**config.mk**
```make
export PLATFORM = sky130hd
export DESIGN_NAME = interconnect_top_flat
export DESIGN_NICKNAME = d
export VERILOG_FILES = /design/src/rtl/interconnect_pkg.sv /design/src/rtl/interconnect_if.sv /design/src/rtl/bus_master.sv /design/src/rtl/bus_slave.sv /design/src/rtl/interconnect_top.sv /design/src/flat_wrapper.sv
export SDC_FILE = /design/constraint.sdc
export NUM_CORES = 1
export LEC_CHECK = 0
export CORE_ASPECT_RATIO = 2
export CORE_MARGIN = 3
export CORE_UTILIZATION = 45
export CTS_BUF_LIST = sky130_fd_sc_hd__clkbuf_16
export DETAILED_ROUTE_END_ITERATION = 12
export SKIP_LAST_GASP = 1
export SYNTH_ARGS = -nofsm -noshare
export SYNTH_HDL_FRONTEND = slang
export SYNTH_SLANG_ARGS = --single-unit
```
**constraint.sdc**
```tcl
create_clock -name clock -period 2.8 [get_ports clock]
set_input_delay 0.42 -clock clock [delete_from_list [all_inputs] [get_ports clock]]
set_output_delay 0.42 -clock clock [all_outputs]
set_load 0.02 [all_outputs]
```
**src/rtl/interconnect_pkg.sv**
```systemverilog
// Shared widths, FSM state encodings and the master-to-slave request word
// for the minimal burst interconnect.
package interconnect_pkg;

    localparam int unsigned ADDR_W = 4;
    localparam int unsigned DATA_W = 32;
    localparam int unsigned LEN_W  = 4;
    localparam int unsigned DEPTH  = 1 << ADDR_W;

    typedef enum logic [1:0] {M_IDLE, M_WRITE, M_READ} mst_state_e;
    typedef enum logic {S_IDLE, S_SERVE} slv_state_e;

    typedef struct packed {
        logic              valid;
        logic              wr;
        logic [ADDR_W-1:0] addr;
        logic [DATA_W-1:0] wdata;
    } req_t;

endpackage

```
**src/rtl/interconnect_if.sv**
```systemverilog
// Top-level command/data pins of the interconnect, grouped for the host
// (master modport) and the interconnect itself (slave modport).
interface interconnect_if;
    import interconnect_pkg::*;

    logic              io_start;
    logic              io_top_wr;
    logic              io_top_rd;
    logic [ADDR_W-1:0] io_top_address;
    logic [LEN_W-1:0]  io_top_length;
    logic [DATA_W-1:0] io_top_wdata;
    logic [DATA_W-1:0] io_top_rdata;

    modport master (
        output io_start, io_top_wr, io_top_rd, io_top_address, io_top_length, io_top_wdata,
        input  io_top_rdata
    );

    modport slave (
        input  io_start, io_top_wr, io_top_rd, io_top_address, io_top_length, io_top_wdata,
        output io_top_rdata
    );

endinterface

```
**src/rtl/bus_master.sv**
```systemverilog
// Command FSM: accepts a burst in IDLE and issues one registered request per
// cycle to incrementing, wrapping addresses until the beat count is reached.
module bus_master
    import interconnect_pkg::*;
(
    input  logic              clk,
    input  logic              rst_n,
    input  logic              start,
    input  logic              wr,
    input  logic              rd,
    input  logic [ADDR_W-1:0] address,
    input  logic [LEN_W-1:0]  length,
    input  logic [DATA_W-1:0] wdata,
    output req_t              req
);

    mst_state_e        state_q;
    logic [ADDR_W-1:0] addr_q;
    logic [LEN_W-1:0]  len_q;
    logic [LEN_W-1:0]  cnt_q;
    req_t              req_q;

    logic [LEN_W-1:0]  cnt_nxt;
    logic [ADDR_W-1:0] beat_addr;

    assign cnt_nxt   = cnt_q + LEN_W'(1);
    // Address width truncation gives the modulo-DEPTH wrap for free.
    assign beat_addr = addr_q + ADDR_W'(cnt_nxt);
    assign req       = req_q;

    always_ff @(posedge clk or negedge rst_n) begin
        if (!rst_n) begin
            state_q <= M_IDLE;
            addr_q  <= '0;
            len_q   <= '0;
            cnt_q   <= '0;
            req_q   <= '0;
        end else begin
            unique case (state_q)
                M_IDLE: begin
                    if (start && (wr || rd) && (length != '0)) begin
                        addr_q  <= address;
                        len_q   <= length;
                        cnt_q   <= '0;
                        req_q   <= '{valid: 1'b1, wr: wr, addr: address,
                                     wdata: wr ? wdata : '0};
                        state_q <= wr ? M_WRITE : M_READ;
                    end
                end
                M_WRITE, M_READ: begin
                    if (cnt_nxt == len_q) begin
                        cnt_q       <= '0;
                        req_q.valid <= 1'b0;
                        state_q     <= M_IDLE;
                    end else begin
                        cnt_q <= cnt_nxt;
                        req_q <= '{valid: 1'b1, wr: (state_q == M_WRITE), addr: beat_addr,
                                   wdata: (state_q == M_WRITE) ? wdata : '0};
                    end
                end
                default: state_q <= M_IDLE;
            endcase
        end
    end

endmodule

```
**src/rtl/bus_slave.sv**
```systemverilog
// Zero-wait-state slave: serves each valid request at the next edge against a
// 16-word register memory; reads land in a registered data output.
module bus_slave
    import interconnect_pkg::*;
(
    input  logic              clk,
    input  logic              rst_n,
    input  req_t              req,
    output logic [DATA_W-1:0] rdata
);

    slv_state_e        state_q;
    logic [DATA_W-1:0] mem_q [DEPTH];
    logic [DATA_W-1:0] rdata_q;

    assign rdata = rdata_q;

    always_ff @(posedge clk or negedge rst_n) begin
        if (!rst_n) begin
            state_q <= S_IDLE;
            rdata_q <= '0;
            for (int i = 0; i < int'(DEPTH); i++) begin
                mem_q[i] <= '0;
            end
        end else begin
            unique case (state_q)
                S_IDLE: begin
                    if (req.valid) begin
                        state_q <= S_SERVE;
                        if (req.wr) mem_q[req.addr] <= req.wdata;
                        else        rdata_q         <= mem_q[req.addr];
                    end
                end
                S_SERVE: begin
                    if (req.valid) begin
                        if (req.wr) mem_q[req.addr] <= req.wdata;
                        else        rdata_q         <= mem_q[req.addr];
                    end else begin
                        state_q <= S_IDLE;
                    end
                end
                default: state_q <= S_IDLE;
            endcase
        end
    end

endmodule

```
**src/rtl/interconnect_top.sv**
```systemverilog
// Burst interconnect bring-up top: wires the command master to the memory
// slave over the internal request bus.
module interconnect_top
    import interconnect_pkg::*;
(
    input  logic         clock,
    input  logic         reset,
    interconnect_if.slave bus
);

    req_t req;

    bus_master u_master (
        .clk     (clock),
        .rst_n   (reset),
        .start   (bus.io_start),
        .wr      (bus.io_top_wr),
        .rd      (bus.io_top_rd),
        .address (bus.io_top_address),
        .length  (bus.io_top_length),
        .wdata   (bus.io_top_wdata),
        .req     (req)
    );

    bus_slave u_slave (
        .clk   (clock),
        .rst_n (reset),
        .req   (req),
        .rdata (bus.io_top_rdata)
    );

endmodule

```
**src/flat_wrapper.sv**
```systemverilog
// flat-port wrapper written by rule: the top's interface ports become plain ports
module interconnect_top_flat import interconnect_pkg::*;
  (clock, reset, bus_io_start, bus_io_top_wr, bus_io_top_rd, bus_io_top_address, bus_io_top_length, bus_io_top_wdata, bus_io_top_rdata);
  interconnect_if bus_i ();
  input  logic clock;
  input  logic reset;
  input wire logic [$bits(bus_i.io_start)-1:0] bus_io_start;
  input wire logic [$bits(bus_i.io_top_wr)-1:0] bus_io_top_wr;
  input wire logic [$bits(bus_i.io_top_rd)-1:0] bus_io_top_rd;
  input wire logic [$bits(bus_i.io_top_address)-1:0] bus_io_top_address;
  input wire logic [$bits(bus_i.io_top_length)-1:0] bus_io_top_length;
  input wire logic [$bits(bus_i.io_top_wdata)-1:0] bus_io_top_wdata;
  output wire logic [$bits(bus_i.io_top_rdata)-1:0] bus_io_top_rdata;
  assign bus_i.io_start = bus_io_start;
  assign bus_i.io_top_wr = bus_io_top_wr;
  assign bus_i.io_top_rd = bus_io_top_rd;
  assign bus_i.io_top_address = bus_io_top_address;
  assign bus_i.io_top_length = bus_io_top_length;
  assign bus_i.io_top_wdata = bus_io_top_wdata;
  assign bus_io_top_rdata = bus_i.io_top_rdata;
  interconnect_top u_core (.clock(clock), .reset(reset), .bus(bus_i));
endmodule
```
After elaboration in Yosys (flattened, before gate mapping). Cells that the tools add are included. Widths: inputs -> output; s select.

Output and inout port bits: 32. Register bits after elaboration: 596. Logic and storage cells: 74. Input bits: 45.

Add/subtract/negate cells: 2. Magnitude comparators: 2. Equal/unequal tests: 6. Reductions and logical operators: 14. Muxes and demuxes: 23. Bitwise logic cells: 2.

Operators by type and width (number): $mux 512 (2); $bwmux 512 (1); $mux 32 (7); $bmux 32 s4 (1); $demux 32 s4 (1); $pmux 38 s2 (1); $mux 38 (1); $mux 37 (1); $reduce_and 2->1 (5); $mux 4 (2); $pmux 4 s2 (1); $mux 2 (3); $ne 2x2->1 const B (3); $ge 5x5->1 const B (1); $lt 5x1->1 const B (1); $not 4->5 (1); $add 4x1->4 const B (1); $add 4x4->4 (1); $eq 4x4->1 (1); $pmux 2 s2 (1); $reduce_bool 4->1 (1); $logic_and 1x1->1 (3); $reduce_and 3->1 (1); $eq 2x1->1 const B (1); 7 further kinds (7).

Longest topological paths before layout.
Depth after elaboration: 8. Depth in mapped cells: 8. Gate-level depth less buffers: 7.

Cells and area by module. A second synthesis with hierarchy kept.

Cells, all modules: 1924. Area total of the unflattened synthesis: 26680.6 um^2.

By module, submodules not included: bus_slave (sequential area each 13613.1 um^2, cells each 1684, instances 1, area an instance 24290.8 um^2); bus_master (sequential area each 1301.2 um^2, cells each 240, instances 1, area an instance 2389.8 um^2).

Worst setup path before layout. No wires, ideal clock.

Kind: reg-to-reg. Start: reg u_core.u_master.req_q, in the netlist u_core.u_master.req[35]. End: reg u_core.u_slave.rdata_q[10] (netlist: u_core.u_slave.rdata[10]). Data required time: 2674 ps. Period minus slack after synthesis: 2084 ps. Library setup time: 126 ps. Slack: 716 ps. Data arrival time: 1958 ps. Path buffers: 3. Cell stages (with the launch flop): 7. Cells stage by stage: dfrtp_1 -> buf_2 -> clkbuf_1 -> buf_1 -> mux4_2 -> mux2_2 -> a221o_1.

Word-level cells in the longest chain between the ends: 6.

Ends and longest elaborated chain: from (decl) (line bus_master.sv:21) `req_t req_q;`; from (signal assigned) (line bus_master.sv:45) `req_q <= '{valid: 1'b1, wr: wr, addr: address,`; from (signal assigned) (line bus_master.sv:57) `req_q <= '{valid: 1'b1, wr: (state_q == M_WRITE), addr: beat_addr,`; $not 4->5 (implied by the code) (line bus_slave.sv:31, bus_slave.sv:37); $bmux 32 s4 (line bus_slave.sv:31, bus_slave.sv:37); $mux 32 (implied by the code) (2 in series) (line bus_slave.sv:31, bus_slave.sv:37); $mux 32 (line bus_slave.sv:30, bus_slave.sv:36); $mux 32 (line bus_slave.sv:28, bus_slave.sv:35); to (signal assigned) (line bus_slave.sv:31) `else rdata_q <= mem_q[req.addr];`; to (signal assigned) (line bus_slave.sv:37) `else rdata_q <= mem_q[req.addr];`; to (decl) (line bus_slave.sv:14) `logic [DATA_W-1:0] rdata_q;`.

Every way passes these cells. The select of a mux whose other input is x is not followed. A chain may end at the register's enable or synchronous reset.

Final worst setup path.
Start: reg u_core.u_master.state_q[0]. End: reg u_core.u_master.req_q, in the netlist u_core.u_master.req[22].

Word-level cells in the longest chain between the ends: 4. Elaborated cells on any way between the ends: 11. Those cells by class: eq/ne (4); mux (3); reduce/logical (4).

Ends and longest elaborated chain: from (decl) (line bus_master.sv:17) `mst_state_e state_q;`; from (signal assigned) (line bus_master.sv:47) `state_q <= wr ? M_WRITE : M_READ;`; $eq 2x1->1 / $eq 2x2->1 (equally long branches) (line bus_master.sv:39, bus_master.sv:58); $mux 32 / $reduce_or 2->1 (equally long branches) (line bus_master.sv:58, bus_master.sv:39); $mux 37 (tied with other cells) (line bus_master.sv:51) `if (cnt_nxt == len_q) begin`; $pmux 38 s2 / $reduce_and 3->1 (equally long branches).

Several ways; a longest one is shown, not always the timed one. The select of a mux whose other input is x is not followed.

==> summary.md <==
| Metric | Value |
|---|---|
| Run status | `complete, no violations` |
| Max IR drop VDD | `roughly 0.60 mV` |
| Clk sink count | `approximately 600` |
| Top-count cell post-synth | `dfrtp_1` |
| Post-synth top cells | `596 x dfrtp_1, 543 x mux2_2, 128 x mux4_2` |
| Core ar. | `58300 µm²` |
| Final Cell Area | `between 30000 and 40000 µm²` |
| Dpl hpwl | `a little under 40000 µm` |
| Fin crit share | `85.2%` |
| Slew margin rel. | `a little under a third` |
| Root buf cell | `clkbuf_16` |
| Req. time, crit path | `between 3000 and 4000 ps` |
| Mapped Avg Cell Area | `around 16 µm²` |
| I/O pin total | `77` |
| Layout Nets | `about 1800` |
| Unique masters post-synth | `41` |
| DRT antenna net count | `0` |
| Clk_skew | `between 20 and 25 ps` |
| Sequential Power Share | `~44%` |
| Global Route met1 Usage | `29.4%` |
| Synth warn | `0` |
| Total Wirelength | `between 60000 and 70000 µm` |
| Async S/R FF share, synth | `between 90% and 100%` |
| Crit Path Class | `flip-flop to flip-flop` |
| Max FO, Critical Path | `33` |
| Die Y | `roughly 350 µm` |
| Synthesized instance count | `between 1500 and 2000` |
| Vias in the first global route | `16700` |
| CTS tree | `yes` |
| Data arrival, critical path | `between 2000 and 3000 ps` |
| Wire length of the first global-routing pass | `between 100000 and 150000 µm` |
| Primary FF master, synth | `dfrtp_1` |
| Die X-Extent | `about 180 µm` |
| Area after DPL | `28700 µm²` |
| Post-CTS sizing | `0` |
| Worst Reg-to-Reg Cells | `5` |
| Clock power frac | `between 20% and 30%` |
| Iter 0 DRT Violations | `891` |
| Clock buffer depth | `3` |
| Share of cells above drive strength 1 | `around 46%` |
| Gr usage total | `a little over a fifth` |
| CTS H-tree depth | `2` |
| Post-synth EDFFs | `0` |
| Crit path launch | `u_core.u_master.state_q[0]` |
| Layout fillers | `a little under 5000` |
| Synth Cell Area | `about 27000 µm²` |
| Die ar. | `~62000 µm²` |
| Vias/cell | `approximately 6` |
| Synthesis-to-layout area growth | `14.0%` |
| Main area contributors after synthesis | `dfrtp_1 56%, mux2_2 23%, mux4_2 11%, mux2i_1 1.3%, a221o_1 1.2%` |
| Yosys top cell by area | `dfrtp_1` |
| FF-to-FF setup slack | `420 ps` |
| Worst Setup End Kind | `flip-flop` |
| Net Sw Frac | `about a third` |
| Worst-margin pin slew | `between 1000 and 1500 ps` |
| Final Hold Fails | `0` |
| Clock transition at the registers of the reported paths | `roughly 60 ps` |
| Starting density of the core | `45.6%` |
| Minimum clock period | `approximately 2400 ps` |
| Combinational power share | `approximately 33%` |
| Fmax | `~0.42 GHz` |
| Unrepaired setup endpoints after global routing | `false` |
| Via Count | `around 15000` |
| Drt first pass iters | `5` |
| Num rows | `around 130` |
| GR peak layer | `met2` |
| Share of the synthesized area in the top cell type | `between 50% and 60%` |
| Routed len/inst | `about 26 µm` |
| Setup crit end | `u_core.u_master.req[22]` |
| Setup TNS Final | `0 ps` |
| Synth Register Bits | `596` |
| Grt ovf | `0` |
| HP Class | `input port to flip-flop` |
| P_sw | `approximately 9900 µW` |
| Final antenna diode count | `0` |
| Final setup viols | `0` |
| Max-cap violations | `0` |
| Initial antenna violation count | `0` |
| GR Util met2 | `between 30% and 40%` |
| CTS buffer count | `between 50 and 60` |
| Startpoint Class | `flip-flop` |
| # port buffers | `76` |
| Sequential area share after synthesis | `around 56%` |
| Met3 GRT Util | `2.45%` |
| Hold path cells | `3` |
| Worst skew pair latency | `approximately 600 ps` |
| Total Power | `30300 µW` |
| Max-slew violation count | `0` |
| RD Place Congestion | `0.748` |
| Largest net degree at the start of global routing | `79` |
| DRC Markers | `0` |
| R2r startpoint | `u_core.u_master.state_q[0]` |
| Post-CTS Setup Inserts | `0` |
| Static Leak | `between 0.01 and 0.015 µW` |
| Worst R2R End | `u_core.u_master.req[22]` |
| Internal Power | `roughly 20000 µW` |
| Syn_nets | `~1800` |
| PwrDens | `999 nW/µm²` |
state kept, by name, summed over array words and instances, names as in the netlist:
register,count
u_core.u_master.len_q,4
u_core.u_slave.mem_q,512
u_core.u_master.addr_q,4
u_core.u_master.state_q,2
u_core.u_slave.rdata,32
u_core.u_master.cnt_q,4
u_core.u_master.req,38
cell type report:
cell class	instances	area, µm²	area share [%]
Multi-Input combinational cell	963	11100	36.5
Tap cell	762	953	3.14
Clock inverter	40	249	0.821
Sequential cell	596	14900	49.2
Inverter	8	30.0	0.0990
Timing Repair Buffer	149	1720	5.66
Clock buffer	55	1380	4.54
worst min-delay path by stage:
stage	startpoint	endpoint	slack, ps
after floorplan	reset	u_core.u_master.addr_q[0]	120
after global placement	reset	u_core.u_slave.mem_q[408]	450
after detailed placement	reset	u_core.u_slave.mem_q[408]	470
after CTS	bus_io_top_wdata[25]	u_core.u_master.req[25]	320
after global routing	bus_io_top_wdata[25]	u_core.u_master.req[25]	360
final	bus_io_top_wdata[25]	u_core.u_master.req[25]	360
metal layers:
metal	routed length (µm)	part of all wire [%]
met1	28000	42
met2	34500	52
met3	2090	3.2
met4	1460	2.2
met5	0	0
power by group through the flow:
stage               Clock, µW  Sequential (µW)  Combinational [µW]
finish                   7010            13400                9920
global route             7560            13700               10700
CTS                      7260            13400               10100
detailed placement          0            13500               10100
global placement            0            13300                9920
floorplan                   0            12400                7540
cell usage in the layout (no fill, tap or decap), drive strengths merged, types with 2 or more instances in the layout:
| master | count |
|---|---|
| nor2 | 13 |
| nand4 | 2 |
| xor2 | 5 |
| inv | 22 |
| buf | 73 |
| dfrtp | 596 |
| clkdlybuf4s50 | 75 |
| nand2 | 77 |
| clkinv | 23 |
| nor4 | 2 |
| nor3 | 35 |
| nand3 | 2 |
| ha | 7 |
| mux2i | 35 |
| clkbuf | 55 |
| or4 | 3 |
| bufinv | 2 |
| o21ai | 38 |
| o31ai | 2 |
| nand2b | 4 |
| a21o | 3 |
| xnor2 | 5 |
| mux4 | 128 |
| a21oi | 3 |
| or3 | 3 |
| a221o | 32 |
| mux2 | 555 |
worst max-delay path, cell delays in order, from the launching register on:
cell     delay [ps]
dfrtp_1         400
inv_1            70
ha_1            510
mux2_2          900
nand2_1         190
o21ai_0         200
metrics by stage:
| step | utilization, % | hold slack [ps] | cells | worst slack, ps |
|---|---|---|---|---|
| CTS | 52.0 | 324 | 2573 | 345 |
| detailed placement | 49.2 | 466 | 2477 | 265 |
| global route | 52.0 | 357 | 2573 | 152 |
| finish | 52.0 | 357 | 2573 | 416 |
| global placement | 49.2 | 453 | 2477 | 288 |
| floorplan | - | 124 | 1715 | 716 |
cells by family after synthesis:
family | count (synthesis) | share of synthesized area [%]
AO/OA/AOI/OAI | 84 | 2.44
XOR/XNOR | 10 | 0.329
adder cells (fa/ha/maj) | 8 | 0.404
buffers and inverters | 156 | 2.74
flip-flops | 596 | 56.0
multiplexers | 718 | 35.6
AND/OR/NAND/NOR | 143 | 2.42
repair_timing:
action / in CTS / in global routing
endpoints found under the setup margin: 0 / 0
hold buffers: 1 / 0
hold endpoints to repair: 54 / 0
Power figures use the tool's default switching activity.
